--- config.mk ---
export PLATFORM = sky130hd
export DESIGN_NAME = pwm_multi_analyzer_flat
export DESIGN_NICKNAME = d
export VERILOG_FILES = /design/src/rtl/pwm_multi_analyzer_if.sv /design/src/rtl/pwm_multi_analyzer.sv /design/src/flat_wrapper.sv
export SDC_FILE = /design/constraint.sdc
export NUM_CORES = 1
export LEC_CHECK = 0
export BUFFER_PORTS_ARGS = -buffer_cell sky130_fd_sc_hd__buf_4
export CAP_MARGIN = 20
export CORE_ASPECT_RATIO = 1.25
export CORE_MARGIN = 2
export CORE_UTILIZATION = 30
export CTS_CLUSTER_DIAMETER = 150
export DETAILED_ROUTE_END_ITERATION = 6
export GPL_TIMING_DRIVEN = 0
export PLACE_DENSITY_LB_ADDON = 0.15
export SYNTH_ARGS = -nofsm -noshare
export SYNTH_HDL_FRONTEND = slang
export SYNTH_SLANG_ARGS = --single-unit
--- constraint.sdc ---
create_clock -name clk -period 7.4 [get_ports clk]
set_clock_uncertainty 0.05 [all_clocks]
set_input_delay 1.11 -clock clk [delete_from_list [all_inputs] [get_ports clk]]
set_output_delay 1.11 -clock clk [all_outputs]
set_load 0.1 [all_outputs]
--- src/rtl/pwm_multi_analyzer_if.sv ---
// Signal bundle between pwm_multi_analyzer and the logic that drives and consumes it.
// Channel i of the flattened buses occupies bits [i*WIDTH +: WIDTH].
interface pwm_multi_analyzer_if #(
  parameter int unsigned CHANNELS  = 4,
  parameter int unsigned CNT_WIDTH = 12,
  parameter int unsigned PER_WIDTH = 16
);
  logic                          en;
  logic [CHANNELS-1:0]           pwm_in;
  logic [CHANNELS*CNT_WIDTH-1:0] width_out;
  logic [CHANNELS-1:0]           valid;
  logic [CHANNELS-1:0]           level_out;
  logic [CHANNELS-1:0]           timeout;
  logic [CHANNELS*PER_WIDTH-1:0] period_out;

  modport master (
    output en, pwm_in,
    input  width_out, valid, level_out, timeout, period_out
  );

  modport slave (
    input  en, pwm_in,
    output width_out, valid, level_out, timeout, period_out
  );
endinterface

--- src/rtl/pwm_multi_analyzer.sv ---
// Multi-channel PWM high-time analyzer with hysteretic level and per-channel timeout.
// Optional rising-to-rising period measurement is built when PWM_PERIOD_MEAS_EN is defined.
module pwm_multi_analyzer #(
  parameter int unsigned CHANNELS  = 4,
  parameter int unsigned CNT_WIDTH = 12,
  parameter int unsigned MAX_COUNT = 2000,
  parameter int unsigned HIGH_TH   = 1900,
  parameter int unsigned LOW_TH    = 1100,
  parameter int unsigned PER_WIDTH = 16,
  parameter int unsigned TIMEOUT   = 25000
) (
  input logic                 clk,
  input logic                 rst,
  pwm_multi_analyzer_if.slave bus
);
  typedef enum logic [1:0] {StIdle, StHigh, StLow} state_e;

  localparam logic [CNT_WIDTH-1:0] MaxCnt = CNT_WIDTH'(MAX_COUNT);
  localparam logic [CNT_WIDTH-1:0] HighTh = CNT_WIDTH'(HIGH_TH);
  localparam logic [CNT_WIDTH-1:0] LowTh  = CNT_WIDTH'(LOW_TH);
  localparam logic [PER_WIDTH-1:0] ToCnt  = PER_WIDTH'(TIMEOUT);
  localparam logic [PER_WIDTH-1:0] ToLast = PER_WIDTH'(TIMEOUT - 1);

  logic [CHANNELS-1:0]  sync1_q, sync2_q, prev_q, rise, fall;
  state_e               state_q [CHANNELS];
  state_e               state_d [CHANNELS];
  logic [CNT_WIDTH-1:0] cnt_q   [CHANNELS];
  logic [CNT_WIDTH-1:0] cnt_d   [CHANNELS];
  logic [CNT_WIDTH-1:0] width_q [CHANNELS];
  logic [CNT_WIDTH-1:0] width_d [CHANNELS];
  logic [PER_WIDTH-1:0] tcnt_q  [CHANNELS];
  logic [PER_WIDTH-1:0] tcnt_d  [CHANNELS];
  logic [CHANNELS-1:0]  valid_q, valid_d, level_q, level_d, timeout_q, timeout_d;
`ifdef PWM_PERIOD_MEAS_EN
  logic [PER_WIDTH-1:0] period_q [CHANNELS];
  logic [PER_WIDTH-1:0] period_d [CHANNELS];
`endif

  assign rise = sync2_q & ~prev_q;
  assign fall = ~sync2_q & prev_q;

  always_comb begin
    for (int i = 0; i < CHANNELS; i++) begin
      state_d[i]   = state_q[i];
      cnt_d[i]     = cnt_q[i];
      width_d[i]   = width_q[i];
      tcnt_d[i]    = tcnt_q[i];
      valid_d[i]   = 1'b0;
      level_d[i]   = level_q[i];
      timeout_d[i] = timeout_q[i];
`ifdef PWM_PERIOD_MEAS_EN
      period_d[i]  = period_q[i];
`endif
      if (!bus.en) begin
        state_d[i]   = StIdle;
        cnt_d[i]     = '0;
        tcnt_d[i]    = '0;
        timeout_d[i] = 1'b0;
      end else begin
        case (state_q[i])
          StIdle: begin
            if (rise[i]) begin
              cnt_d[i]   = CNT_WIDTH'(1);
              state_d[i] = StHigh;
            end
          end
          StLow: begin
            if (rise[i]) begin
              cnt_d[i]    = CNT_WIDTH'(1);
              state_d[i]  = StHigh;
`ifdef PWM_PERIOD_MEAS_EN
              period_d[i] = tcnt_q[i] + 1'b1;
`endif
            end
          end
          StHigh: begin
            if (fall[i]) begin
              width_d[i] = cnt_q[i];
              valid_d[i] = 1'b1;
              if (cnt_q[i] > HighTh) begin
                level_d[i] = 1'b1;
              end else if (cnt_q[i] < LowTh) begin
                level_d[i] = 1'b0;
              end
              state_d[i] = StLow;
            end else if (sync2_q[i] && (cnt_q[i] != MaxCnt)) begin
              cnt_d[i] = cnt_q[i] + 1'b1;
            end
          end
          default: state_d[i] = StIdle;
        endcase

        // A rise in the expiry cycle wins, so expiry is only evaluated without one.
        if (rise[i]) begin
          tcnt_d[i]    = '0;
          timeout_d[i] = 1'b0;
        end else if (tcnt_q[i] != ToCnt) begin
          tcnt_d[i] = tcnt_q[i] + 1'b1;
          if (tcnt_q[i] == ToLast) begin
            timeout_d[i] = 1'b1;
            level_d[i]   = 1'b0;
            state_d[i]   = StIdle;
          end
        end
      end
    end
  end

  always_ff @(posedge clk or posedge rst) begin
    if (rst) begin
      sync1_q   <= '0;
      sync2_q   <= '0;
      prev_q    <= '0;
      valid_q   <= '0;
      level_q   <= '0;
      timeout_q <= '0;
      for (int i = 0; i < CHANNELS; i++) begin
        state_q[i]  <= StIdle;
        cnt_q[i]    <= '0;
        width_q[i]  <= '0;
        tcnt_q[i]   <= '0;
`ifdef PWM_PERIOD_MEAS_EN
        period_q[i] <= '0;
`endif
      end
    end else begin
      sync1_q   <= bus.pwm_in;
      sync2_q   <= sync1_q;
      prev_q    <= sync2_q;
      valid_q   <= valid_d;
      level_q   <= level_d;
      timeout_q <= timeout_d;
      for (int i = 0; i < CHANNELS; i++) begin
        state_q[i]  <= state_d[i];
        cnt_q[i]    <= cnt_d[i];
        width_q[i]  <= width_d[i];
        tcnt_q[i]   <= tcnt_d[i];
`ifdef PWM_PERIOD_MEAS_EN
        period_q[i] <= period_d[i];
`endif
      end
    end
  end

  logic [CHANNELS*CNT_WIDTH-1:0] width_flat;
  logic [CHANNELS*PER_WIDTH-1:0] period_flat;

  always_comb begin
    width_flat  = '0;
    period_flat = '0;
    for (int i = 0; i < CHANNELS; i++) begin
      width_flat[i*CNT_WIDTH +: CNT_WIDTH] = width_q[i];
`ifdef PWM_PERIOD_MEAS_EN
      period_flat[i*PER_WIDTH +: PER_WIDTH] = period_q[i];
`endif
    end
  end

  assign bus.width_out  = width_flat;
  assign bus.valid      = valid_q;
  assign bus.level_out  = level_q;
  assign bus.timeout    = timeout_q;
  assign bus.period_out = period_flat;
endmodule

--- src/flat_wrapper.sv ---
// flat-port wrapper written by rule: the top's interface ports become plain ports
module pwm_multi_analyzer_flat 
#(
  parameter int unsigned CHANNELS  = 4,
  parameter int unsigned CNT_WIDTH = 12,
  parameter int unsigned MAX_COUNT = 2000,
  parameter int unsigned HIGH_TH   = 1900,
  parameter int unsigned LOW_TH    = 1100,
  parameter int unsigned PER_WIDTH = 16,
  parameter int unsigned TIMEOUT   = 25000
)
  (clk, rst, bus_en, bus_pwm_in, bus_width_out, bus_valid, bus_level_out, bus_timeout, bus_period_out);
  pwm_multi_analyzer_if #(.CHANNELS(CHANNELS), .CNT_WIDTH(CNT_WIDTH), .PER_WIDTH(PER_WIDTH)) bus_i ();
  input logic clk;
  input logic rst;
  input wire logic [$bits(bus_i.en)-1:0] bus_en;
  input wire logic [$bits(bus_i.pwm_in)-1:0] bus_pwm_in;
  output wire logic [$bits(bus_i.width_out)-1:0] bus_width_out;
  output wire logic [$bits(bus_i.valid)-1:0] bus_valid;
  output wire logic [$bits(bus_i.level_out)-1:0] bus_level_out;
  output wire logic [$bits(bus_i.timeout)-1:0] bus_timeout;
  output wire logic [$bits(bus_i.period_out)-1:0] bus_period_out;
  assign bus_i.en = bus_en;
  assign bus_i.pwm_in = bus_pwm_in;
  assign bus_width_out = bus_i.width_out;
  assign bus_valid = bus_i.valid;
  assign bus_level_out = bus_i.level_out;
  assign bus_timeout = bus_i.timeout;
  assign bus_period_out = bus_i.period_out;
  pwm_multi_analyzer #(.CHANNELS(CHANNELS), .CNT_WIDTH(CNT_WIDTH), .MAX_COUNT(MAX_COUNT), .HIGH_TH(HIGH_TH), .LOW_TH(LOW_TH), .PER_WIDTH(PER_WIDTH), .TIMEOUT(TIMEOUT)) u_core (.clk(clk), .rst(rst), .bus(bus_i));
endmodule
Word level (Yosys, flattened, before mapping)
Index checks and enable logic that the tools add are counted.

Multipliers: 0. Shifts and indexed selects: 0. Equal/unequal tests: 44. Bitwise gates (word level): 4. Add/sub/neg operators: 8. Divide/modulo/power cells: 0. Reductions and logical operators: 24. Mux-type cells: 116. $lt $le $gt $ge: 8.

Operators by type and width (number): two-way mux 12 bit (16); two-way mux 16 bit (12); one-hot mux 12 bit (2 select lines) (4); adder 16 x 1 -> 16 bit (second input constant) (4); == test 16 x 15 -> 1 bit (second input constant) (4); inequality test 16 x 15 -> 1 bit (second input constant) (4); two-way mux 1 bit (56); adder 12 x 1 -> 12 bit (second input constant) (4); greater-than comparator 12 x 11 -> 1 bit (second input constant) (4); < comparator 12 x 11 -> 1 bit (second input constant) (4); two-way mux 2 bit (24); inequality test 12 x 11 -> 1 bit (second input constant) (4); inequality test 3 x 2 -> 1 bit (second input constant) (12); inequality test 3 x 1 -> 1 bit (second input constant) (8); one-hot mux 2 bit (2 select lines) (4); AND reduction 4 bit (4); inequality test 3 bit (second input constant) (4); AND reduction 3 bit (4); bitwise AND 4 bit (2); == test 2 x 1 -> 1 bit (second input constant) (4); == test 2 bit (second input constant) (4); zero test 2 bit (4); NOT 4 bit (2); AND reduction 2 bit (4); 2 further kinds (8).

Flip-flop bits (word level): 192. Bits in latches: 0. Input bits: 7. Memories kept: 0. Bits in writable memories: 0. Bits in read-only memories: 0. Word-level logic and storage cells: 229.

Longest topological paths before layout
Gate-level depths: netlist of run 1.

Depth after elaboration: 8. Gate-level depth with buffers: 7.

Worst setup path before layout of run 1
Ideal clock, no wire load.

Kind: input -> register. From: input port bus_en. To: register u_core.width_q, in the netlist u_core.bus.width_out[0]. Path slack: 4744 ps. Arrival: 2480 ps. Buffers on the path: 2. Library setup time: 125 ps. Cell stages on the path: 6. Path through: clkbuf_1 > nand3b_1 > or3_1 > inv_1 > buf_2 > mux2_2.

Word-level cells in the longest chain between the ends: 1.

RTL lines: from (decl) (line flat_wrapper.sv:16) `input wire logic [$bits(bus_i.en)-1:0] bus_en;`; AND reduction 3 bit (no source line); to (signal, indexed assignment) (line pwm_multi_analyzer.sv:136) `width_q[i] <= width_d[i];`; to (decl) (line pwm_multi_analyzer.sv:29) `logic [CNT_WIDTH-1:0] width_q [CHANNELS];`.

No other way between the ends. A chain may end at the register's enable or synchronous reset.

Worst setup path after layout of run 1
From: input port bus_en. To: register u_core.cnt_q[7] (netlist bit).

Word-level cells in the longest chain between the ends: 2. Elaborated cells on any way between the ends: 6. Those cells by class: eq/ne: 4; mux: 1; reduce/logical: 1.

RTL lines: inequality test 3 bit (no source line) / inequality test 3 x 2 -> 1 bit (equally long branches); AND reduction 4 bit (no source line); to (signal, indexed assignment) (line pwm_multi_analyzer.sv:135) `cnt_q[i] <= cnt_d[i];`; to (decl) (line pwm_multi_analyzer.sv:27) `logic [CNT_WIDTH-1:0] cnt_q [CHANNELS];`.

Parallel ways exist; a longest one is shown, timed or not.

==> results by group, run 1 <==
Clock network
  – Root buf cell: clkbuf_16
  – CTS tree: done
  – Post_cts resized: 0
  – Num CTS Buffers: 17
  – # Post-CTS Setup Buffers: 0
  – Sink Count: 192
  – CTS HTree Levels: 4
  – Clock Path Buffers: 2
  – Cts hold-fix bufs: 0
  – Clk slew on worst S/H paths: 70 ps
  – Clk_lat worst skew: 440 ps

Worst setup path
  – Crit-path max FO: 10
  – Crit-path max cell delay: 620 ps
  – WP data arrival: 3710 ps
  – Crit Path Class: in2reg
  – Worst setup EP type: flop
  – Worst r2r path cells: 7
  – Worst path slowest cell: clkbuf_1
  – Worst R2R Setup Slack: 4810 ps
  – Crit path cell chain: clkbuf_1 > clkbuf_1 > clkbuf_1 > o21ai_0 > o41ai_1
  – Buf+Inv Stages, Crit Path: 3
  – CP delay by family, top: buffers and inverters
  – Reg2reg start: u_core.cnt_q[12]
  – CP dominant cell by count: clkbuf_1
  – Critical Path RT: 7670 ps
  – Critical path startpoint category: primary input
  – R2r endpoint: u_core.cnt_q[12]

Synth
  – Area leader, netlist: dfrtp_1
  – Yosys reg bits: 192
  – Synth unique cells: 75
  – Synth top area cells: dfrtp_1 (47%), mux2_2 (5.1%), buf_4 (4.8%)
  – EDFF count, synth: 0
  – Ys async rst share: 1.00
  – Cell Area, Synth: 10100 µm²
  – Synth cell count leaders: dfrtp_1 (192), nand2_1 (79), buf_4 (65), nor2_1 (55), nand3_1 (54)
  – Dominant synthesized flop cell: dfrtp_1
  – Post-synth top area share: 0.473
  – Ys Warns: 0
  – Count leader, synth: dfrtp_1
  – Seq/Total Area, Yosys: 0.473
  – Mapped Cells: 1015
  – Syn Area/Cell: 10.0 µm²

Routing
  – Metal3 WL: 684 µm
  – Metal2 WL: 11.7 mm
  – Initial DRC count: 384
  – ANT nets after route: 0
  – DRC: 0
  – Vias per cell: 4.82
  – Routed met1 length: 11.0 mm
  – Vias: 7713
  – WL/cell: 14.8 µm
  – Total wire length: 23.7 mm
  – Drt first pass iters: 5
  – Max Used Layer: met4

Floorplanning
  – Starting Density: 0.304
  – Die Width: 169 µm
  – Die area: 35300 µm²
  – Cell Rows: 75
  – Top-level I/O count: 131
  – Placeable core area: 33400 µm²
  – Die height: 210 µm

GRT
  – Grt ovf: 0
  – Initial antenna violation count: 0
  – Vias in the first global route: 7534
  – Total track usage: 0.139
  – First-pass GRT wire length: 39.7 mm
  – Maximum number of pins on one net before global-route repair: 116

Placement
  – I/O Buffers: 65
  – Half-perimeter wire length after placement: 16.5 mm
  – Final GP Congestion: 0.779

Finish
  – Layout cell share with drive strength beyond 1: 0.206
  – Layout area overhead: 19.0%
  – Util after Layout: 0.362
  – Antenna Cells: 0
  – Nets: 1186

Timing
  – Worst Tran Pin Value: 901 ps
  – Final setup fails: 0
  – Pins Over Slew Limit: 0
  – Worst slew margin: 0.394
  – Final worst-path cycle share: 0.464
  – Unrepaired setup endpoints after global routing: no
  – Final hold viol count: 0
  – Final Critical Period: 3430 ps
  – Fmax achieved: 291 MHz

Power and ir drop
  – Pwr Density: 205 nW/µm²
  – Final total power: 2.47 mW
  – LEAKAGE: 5.39 nW
  – Peak supply drop: 0.000117 V

Worst hold path
  – Min-delay worst type: reg2reg
  – Hold Path End: u_core.sync2_q[0]
  – Cell depth of the worst hold path: 0
  – Worst Hold Launch: u_core.sync1_q[0]

Flow run
  – Maxcap violations: 0

Status
  – Status: finished clean
==> flip-flops by register name, indices dropped and copies added, names as in the netlist <==
| register | flops |
|---|---|
| u_core.sync2_q | 4 |
| u_core.bus.level_out | 4 |
| u_core.bus.timeout | 4 |
| u_core.tcnt_q | 64 |
| u_core.prev_q | 4 |
| u_core.bus.valid | 4 |
| u_core.state_q | 8 |
| u_core.sync1_q | 4 |
| u_core.bus.width_out | 48 |
| u_core.cnt_q | 48 |
==> placed cells by master (no fill, tap or decap), drive strengths merged, types with 4 or more instances in the layout <==
master  instances
nor2           55
inv            47
a211oi          8
mux2i          16
mux2           47
o311ai          7
a31o            5
a21oi          42
xnor2          16
a31oi           5
nor4bb          4
and3b           6
a211o           5
bufinv          4
clkbuf         54
and4           11
nor3           16
ha             16
nand3          54
nand2          80
and2            5
conb           64
nand2b         19
o211ai         13
or3            20
o21a            8
o31ai          11
or4            27
nor2b           7
nand4          26
xor2           23
nand3b          8
nor4           19
dfrtp         192
and3           12
o21ai          42
buf           140
==> stage by stage <==
step	setup TNS, ps	setup slack (ps)	cell area [µm²]	hold WS [ps]	std cells
floorplan	0	1010	10400	281	1078
global placement	-339800	-1790	11400	292	1566
detailed placement	0	3500	11400	294	1567
CTS	0	3970	12100	309	1599
global route	0	3760	12100	315	1599
finish	0	3970	12100	304	1599
==> worst max path at each step <==
stage          startpoint                        to  slack (ps)  cells past startpoint
6_report           bus_en           u_core.cnt_q[7]        3970                      5
4_1_cts            bus_en           u_core.cnt_q[7]        3970                      5
3_5_place_dp       bus_en           u_core.cnt_q[7]        3500                      5
5_1_grt            bus_en           u_core.cnt_q[7]        3760                      5
3_3_place_gp          rst  u_core.bus.width_out[29]       -1790                      2
2_1_floorplan         rst   u_core.bus.level_out[0]        1010                      1
==> power by group <==
group / total (mW) / internal (mW) / leakage (nW) / switching [mW]
Combinational: 0.374 / 0.0722 / 2.45 / 0.301
Sequential: 1.09 / 1.07 / 2.63 / 0.0214
Clock: 1.01 / 0.602 / 0.309 / 0.403
==> kinds of logic (layout without fill, tap and decap cells) <==
logic type      after synthesis  after routing  share of synthesized area
compound gates              167            167                      0.109
mux                          63             63                     0.0683
other cells                   1             64                   0.000370
flops                       192            192                      0.473
fa+ha+maj                    16             16                     0.0197
simple gates                385            385                      0.214
xor+xnor                     39             39                     0.0337
buf+inv                     152            250                     0.0820
==> routing by layer <==
| metal | global-route usage | vias up |
|---|---|---|
| met1 | 0.177 | 3753 |
| met5 | 0 | - |
| met3 | 0.0270 | 21 |
| met2 | 0.240 | 111 |
| met4 | 0.0380 | 0 |
| li1 | - | 3828 |
==> final cells by class <==
class,instances,area (µm²)
inverters,47,184
well taps,423,529
flip-flops and latches,192,4800
clock inverters,9,154
multi-input cells,734,4750
clock buffers,23,488
plain buffers,105,656
fillers,3413,21300
repair buffers,66,515
Power figures use the tool's default switching activity.
==> run 2, diff against run 1 <==
Settings changed: ABC_AREA set to 1.
Clock period 7.4 ns to 3.4 ns, I/O delays scaled along.
==> results by group, run 2 <==
Worst setup path
  – WP data arrival: 2280 ps (-1430 ps)
  – Worst setup EP type: flop
  – Reg2reg start: u_core.cnt_q[24]
  – Crit-path max FO: 10 (unchanged)
  – Worst r2r path cells: 10 (+3)
  – Crit Path Class: reg2reg
  – Worst R2R Setup Slack: 1440 ps (-3370 ps)
  – R2r endpoint: u_core.cnt_q[35]
  – Critical path startpoint category: flop
  – Critical Path RT: 3720 ps (-3950 ps)

Routing
  – Initial DRC count: 426 (+11%)
  – ANT nets after route: 0 (unchanged)
  – DRC: 16 (+16)
  – Drt first pass iters: 6 (+1)
  – Total wire length: 24.3 mm (+2.4%)
  – WL/cell: 13.2 µm (-11%)
  – Vias per cell: 4.48 (-7.0%)
  – Vias: 8228 (+6.7%)

Synth
  – EDFF count, synth: 0 (unchanged)
  – Seq/Total Area, Yosys: 0.479 (+0.00561)
  – Synth top area cells: dfrtp_1 (48%), nand2_1 (8.2%), nor2_1 (5.8%)
  – Count leader, synth: nand2_1
  – Area leader, netlist: dfrtp_1
  – Syn Area/Cell: 8.01 µm² (-20%)
  – Post-synth top area share: 0.479 (+0.00561)
  – Yosys reg bits: 192 (unchanged)
  – Synth unique cells: 43 (-43%)
  – Synth cell count leaders: nand2_1 (220), dfrtp_1 (192), nor2_1 (154), inv_1 (148), nand3_1 (92)
  – Ys async rst share: 1.00 (unchanged)
  – Ys Warns: 0 (unchanged)
  – Cell Area, Synth: 10000 µm² (-1.2%)
  – Mapped Cells: 1252 (+23%)
  – Dominant synthesized flop cell: dfrtp_1

Finish
  – Reg area: 4800 µm² (unchanged)
  – FILL cells: 3456 (+1.3%)
  – Layout area overhead: 19.3%
  – Antenna Cells: 0 (unchanged)
  – Most frequent cells in the layout: nand2_1 (220), dfrtp_1 (192), nor2_1 (154)
  – Layout cell share with drive strength beyond 1: 0.152 (-0.0541)
  – Most flop-heavy register: u_core.tcnt_q
  – Final cell count without fillers: 1835 (+15%)
  – Area occupied by multi-input gates: 4250 µm² (-11%)
  – Commonest non-fill, non-tap cell in the layout: nand2_1
  – Finished Cell Area: 12000 µm² (-0.96%)
  – Max FFs per register: 64 (unchanged)
  – Nets: 1429 (+20%)

Timing
  – Final worst-path cycle share: 0.577
  – Worst slew margin: 0.464 (+0.0702)
  – Unrepaired setup endpoints after global routing: no
  – Final Critical Period: 1960 ps
  – Final setup fails: 0 (unchanged)
  – Final hold viol count: 0 (unchanged)
  – Worst Tran Pin Value: 804 ps (-97.0 ps)
  – Fmax achieved: 510 MHz
  – Pins Over Slew Limit: 0 (unchanged)
  – TNS Setup: 0 ps (unchanged)

Floorplanning
  – Starting Density: 0.306 (+0.00222)
  – Cell Rows: 74 (-1.3%)
  – Placeable core area: 32800 µm² (-1.9%)
  – Die area: 34900 µm² (-1.1%)
  – Top-level I/O count: 131 (unchanged)
  – Die height: 208 µm (-0.58%)
  – Die Width: 168 µm (-0.57%)

GRT
  – Total track usage: 0.141 (+0.00188)
  – Maximum number of pins on one net before global-route repair: 35 (-70%)
  – Vias in the first global route: 8016 (+6.4%)
  – Grt ovf: 0 (unchanged)
  – First-pass GRT wire length: 40.1 mm (+0.99%)
  – Initial antenna violation count: 0 (unchanged)

Clock network
  – Post_cts resized: 0 (unchanged)
  – # Post-CTS Setup Buffers: 0 (unchanged)
  – Clk_lat worst skew: 440 ps (about the same)
  – Root buf cell: clkbuf_16
  – Clock Path Buffers: 2 (unchanged)
  – Cts hold-fix bufs: 0 (unchanged)
  – Clk slew on worst S/H paths: 70 ps (about the same)
  – CTS tree: done
  – CTS HTree Levels: 4 (unchanged)
  – Sink Count: 192 (unchanged)
  – Num CTS Buffers: 17 (unchanged)

Placement
  – Placed Area: 11400 µm² (-0.25%)
  – Half-perimeter wire length after placement: 18.1 mm (+10%)
  – Final GP Congestion: 0.839 (+7.7%)
  – Cell total after placement: 1805 (+15%)
  – I/O Buffers: 66 (+1.5%)

Power and ir drop
  – Final total power: 6.63 mW (+170%)
  – Peak supply drop: 0.000272 V (+130%)
  – Pwr Density: 554 nW/µm² (+170%)
  – LEAKAGE: 5.70 nW (+5.7%)

Flow run
  – Maxcap violations: 0 (unchanged)

Worst hold path
  – Min-delay worst type: in2async

Status
  – Failing checks: design-rule violations
  – Status: finished, violations left
## run 2: routing by layer
layer	vias up	global-route usage	part of all wire
met1	3833	0.174	0.45
met3	22	0.0242	0.035
li1	4249	-	-
met2	124	0.251	0.50
met4	0	0.0411	0.014
met5	-	0	0
## run 2: through the flow
step | util | hold WS (ps) | setup slack (ps)
after floorplan | - | 281 | 364
final | 0.365 | 11.7 | 1440
after global routing | 0.365 | 25.4 | 1240
after global placement | 0.344 | 286 | -1170
after CTS | 0.365 | 6.95 | 1390
after detailed placement | 0.348 | 285 | 1110
## run 2: how the worst max path moves through the flow
stage / startpoint / endpoint / slack [ps] / cells past startpoint
floorplan: rst / u_core.bus.level_out[0] / 360 / 1
global route: u_core.cnt_q[24] / u_core.cnt_q[26] / 1240 / 10
global placement: rst / u_core.bus.width_out[4] / -1170 / 2
finish: u_core.cnt_q[24] / u_core.cnt_q[35] / 1440 / 10
CTS: u_core.cnt_q[24] / u_core.cnt_q[35] / 1390 / 10
detailed placement: bus_en / u_core.cnt_q[6] / 1110 / 8
## run 2: area by class of cell
cell class,instances,share of cell area
clock inverters,12,0.0105
repair buffers,72,0.0515
flip-flops and latches,192,0.402
well taps,418,0.0437
clock buffers,18,0.0359
multi-input cells,872,0.355
inverters,159,0.0502
plain buffers,92,0.0515
## run 2: power by group
| part | switching, mW | internal [mW] |
|---|---|---|
| registers | 0.125 | 2.45 |
| logic | 1.71 | 0.372 |
| clock network | 0.952 | 1.02 |
| total | 2.78 | 3.84 |
## run 2: kinds of logic (layout without fill, tap and decap cells)
kind of cell | Yosys count | in the layout | synth area share
flops | 192 | 192 | 0.479
compound gates | 201 | 201 | 0.106
mux | 4 | 4 | 0.00449
simple gates | 556 | 556 | 0.242
other cells | 1 | 64 | 0.000374
xor+xnor | 31 | 31 | 0.0271
buf+inv | 251 | 353 | 0.121
fa+ha+maj | 16 | 16 | 0.0200
## run 2: critical path, stage by stage, from the launching register on
cell and delay [ps]:
dfrtp_1 440, inv_1 110, ha_1 220, nand2_1 70, nor2_1 60, nand3_1 90, nand3_1 70, nand2_1 130
clkbuf_1 430, nand3_1 140, nand2_1 80
==> run 3, diff against run 2 <==
Settings changed: ABC_AREA 1 to 0.
Clock period 3.4 ns to 1.7 ns, I/O delays scaled along.
==> results by group, run 3 (synthesis results as in run 1) <==
Status
  – Status: finished, violations left
  – Failing checks: negative hold slack, negative setup slack

Timing
  – Fmax achieved: 474 MHz (-7.0%)
  – Pins Over Slew Limit: 0 (unchanged)
  – Final setup fails: 39 (+39)
  – Worst slew margin: 0.462 (-0.00173)
  – Smallest hold slack: -101 ps (-113 ps)
  – Final worst-path cycle share: 1.24 (+0.664)
  – Setup WS post-layout: -409 ps (-1850 ps)
  – Unrepaired setup endpoints after global routing: yes
  – Final hold viol count: 32 (+32)
  – Final Critical Period: 2110 ps (+148 ps)
  – Worst Tran Pin Value: 805 ps (+0.905 ps)

Worst setup path
  – Levels on crit path: 7 (-3)
  – Critical Path RT: 1970 ps (-1750 ps)
  – Worst setup EP type: flop
  – Crit path cell chain: inv_2 > ha_4 > or4bb_4 > o311ai_4 > buf_6 > nand2_4 > mux2_4
  – Crit-path max FO: 3 (-7)
  – CP delay by family, top: simple AND/OR/NAND/NOR gates
  – WP data arrival: 2380 ps (+100 ps)
  – Crit Path Class: reg2reg
  – Crit-path max cell delay: 480 ps (+40 ps)
  – Critical path startpoint category: flop
  – Buf+Inv Stages, Crit Path: 2 (unchanged)
  – Worst path slowest cell: or4bb_4
  – Worst r2r path cells: 7 (-3)
  – Worst R2R Setup Slack: -410 ps (-1850 ps)

Clock network
  – CTS tree: done
  – Clk slew on worst S/H paths: 80 ps (about the same)
  – CTS HTree Levels: 4 (unchanged)
  – Clock Path Buffers: 2 (unchanged)
  – Sink Count: 192 (unchanged)
  – Num CTS Buffers: 17 (unchanged)
  – Cts hold-fix bufs: 4 (+4)
  – Root buf cell: clkbuf_16
  – Clk_lat worst skew: 450 ps (about the same)

Worst hold path
  – Min-delay worst type: in2async

Routing
  – DRC: 0 (-16)
  – ANT nets after route: 0 (unchanged)
  – Drt first pass iters: 4 (-2)
  – WL/cell: 15.1 µm (+14%)
  – Vias: 8174 (-0.66%)
  – Initial DRC count: 388 (-8.9%)
  – Vias per cell: 4.85 (+8.2%)
  – Total wire length: 25.5 mm (+5.1%)

Floorplanning
  – Die area: 35300 µm² (+1.2%)
  – Placeable core area: 33400 µm² (+1.9%)
  – Die Width: 169 µm (+0.58%)
  – Starting Density: 0.304 (-0.00222)
  – Die height: 210 µm (+0.58%)
  – Top-level I/O count: 131 (unchanged)
  – Cell Rows: 75 (+1.4%)

Power and ir drop
  – LEAKAGE: 5.99 nW (+5.1%)
  – Peak supply drop: 0.000433 V (+60%)
  – Pwr Density: 769 nW/µm² (+39%)
  – Final total power: 10.6 mW (+60%)

GRT
  – First-pass GRT wire length: 41.9 mm (+4.4%)
  – Initial antenna violation count: 0 (unchanged)
  – Total track usage: 0.145 (+0.00404)
  – Grt ovf: 0 (unchanged)
  – Vias in the first global route: 8043 (+0.34%)
  – Maximum number of pins on one net before global-route repair: 39 (+11%)

Placement
  – Pre-CTS worst setup slack: -1090 ps (-2200 ps)
  – Final GP Congestion: 0.746 (-11%)
  – Half-perimeter wire length after placement: 17.0 mm (-6.5%)
  – I/O Buffers: 65 (-1.5%)

Flow run
  – Maxcap violations: 0 (unchanged)

Finish
  – Layout cell share with drive strength beyond 1: 0.404 (+0.252)
  – FILL cells: 3311 (-4.2%)
  – Most frequent cells in the layout: buf_4 (203), dfrtp_1 (151), nand2_1 (67)
  – Antenna Cells: 0 (unchanged)
  – Most flop-heavy register: u_core.tcnt_q
  – Nets: 1272 (-11%)
  – Max FFs per register: 64 (unchanged)
  – Commonest non-fill, non-tap cell in the layout: buf_4
  – Layout area overhead: 36.2%
-- run 3: changes by cell type in the layout (fill, tap and decap cells not counted), sizes merged, moves of 16 or more --
| cell | previous run | this run |
|---|---|---|
| o21ai | 92 | 42 |
| nand3 | 93 | 54 |
| or3 | 0 | 20 |
| inv | 165 | 56 |
| or4 | 0 | 27 |
| mux2i | 0 | 16 |
| nor3 | 42 | 16 |
| buf | 155 | 235 |
| nand2b | 0 | 19 |
| mux2 | 4 | 47 |
| nor2 | 163 | 55 |
| nand2 | 220 | 80 |
| a21oi | 93 | 42 |
-- run 3: routing by layer --
metal  share of wire  routed length [µm]  global-route usage  vias to the layer above
li1                -                   -                   -                     4025
met5               0                   0                   0                        -
met1            0.45               11400               0.187                     4013
met2            0.51               13100               0.252                      119
met3           0.031                 791              0.0226                       17
met4          0.0096                 246              0.0380                        0
-- run 3: repair_timing --
item                                    CTS  global route
gates resized for setup                 119           152
endpoints found under the hold margin    36            32
cloned                                    3             0
endpoints found under the setup margin  152           135
buffers inserted                         51            37
pin swaps                                46            54
-- run 3: report_power, final --
| part | internal [mW] | switching (mW) |
|---|---|---|
| Clock | 2.00 | 2.01 |
| Combinational | 0.471 | 1.40 |
| Sequential | 4.66 | 0.0901 |
| Total | 7.13 | 3.50 |
-- run 3: area by class of cell --
| cell class | instances | area, µm² | share of cell area |
|---|---|---|---|
| buffer | 93 | 706 | 0.0510 |
| clock buffer | 18 | 439 | 0.0318 |
| clock inverter | 14 | 138 | 0.00996 |
| inverter | 47 | 185 | 0.0134 |
| multi-input combinational | 735 | 5620 | 0.406 |
| sequential | 192 | 4860 | 0.351 |
| tap | 423 | 529 | 0.0383 |
| timing repair buffer | 163 | 1350 | 0.0978 |
-- run 3: final timing paths --
kind                              startpoint                    end
setup reg to reg            u_core.cnt_q[12]       u_core.cnt_q[12]
hold reg to reg            u_core.sync1_q[1]      u_core.sync2_q[1]
min in group clk           u_core.sync1_q[1]      u_core.sync2_q[1]
max in group asynchronous                rst       u_core.cnt_q[29]
hold / removal                           rst  u_core.bus.timeout[3]
setup / recovery            u_core.cnt_q[12]       u_core.cnt_q[12]
-- run 3: through the flow --
stage	utilization	hold WS (ps)	cells	area (µm²)	TNS, ps
6_report	0.414	-101	1685	13800	-8350
5_1_grt	0.414	-51.6	1685	13800	-11920
4_1_cts	0.391	-87.9	1652	13100	-9680
3_5_place_dp	0.349	290	1571	11600	-84190
3_3_place_gp	0.346	287	1566	11500	-560070
2_1_floorplan	-	236	1078	10500	-212980
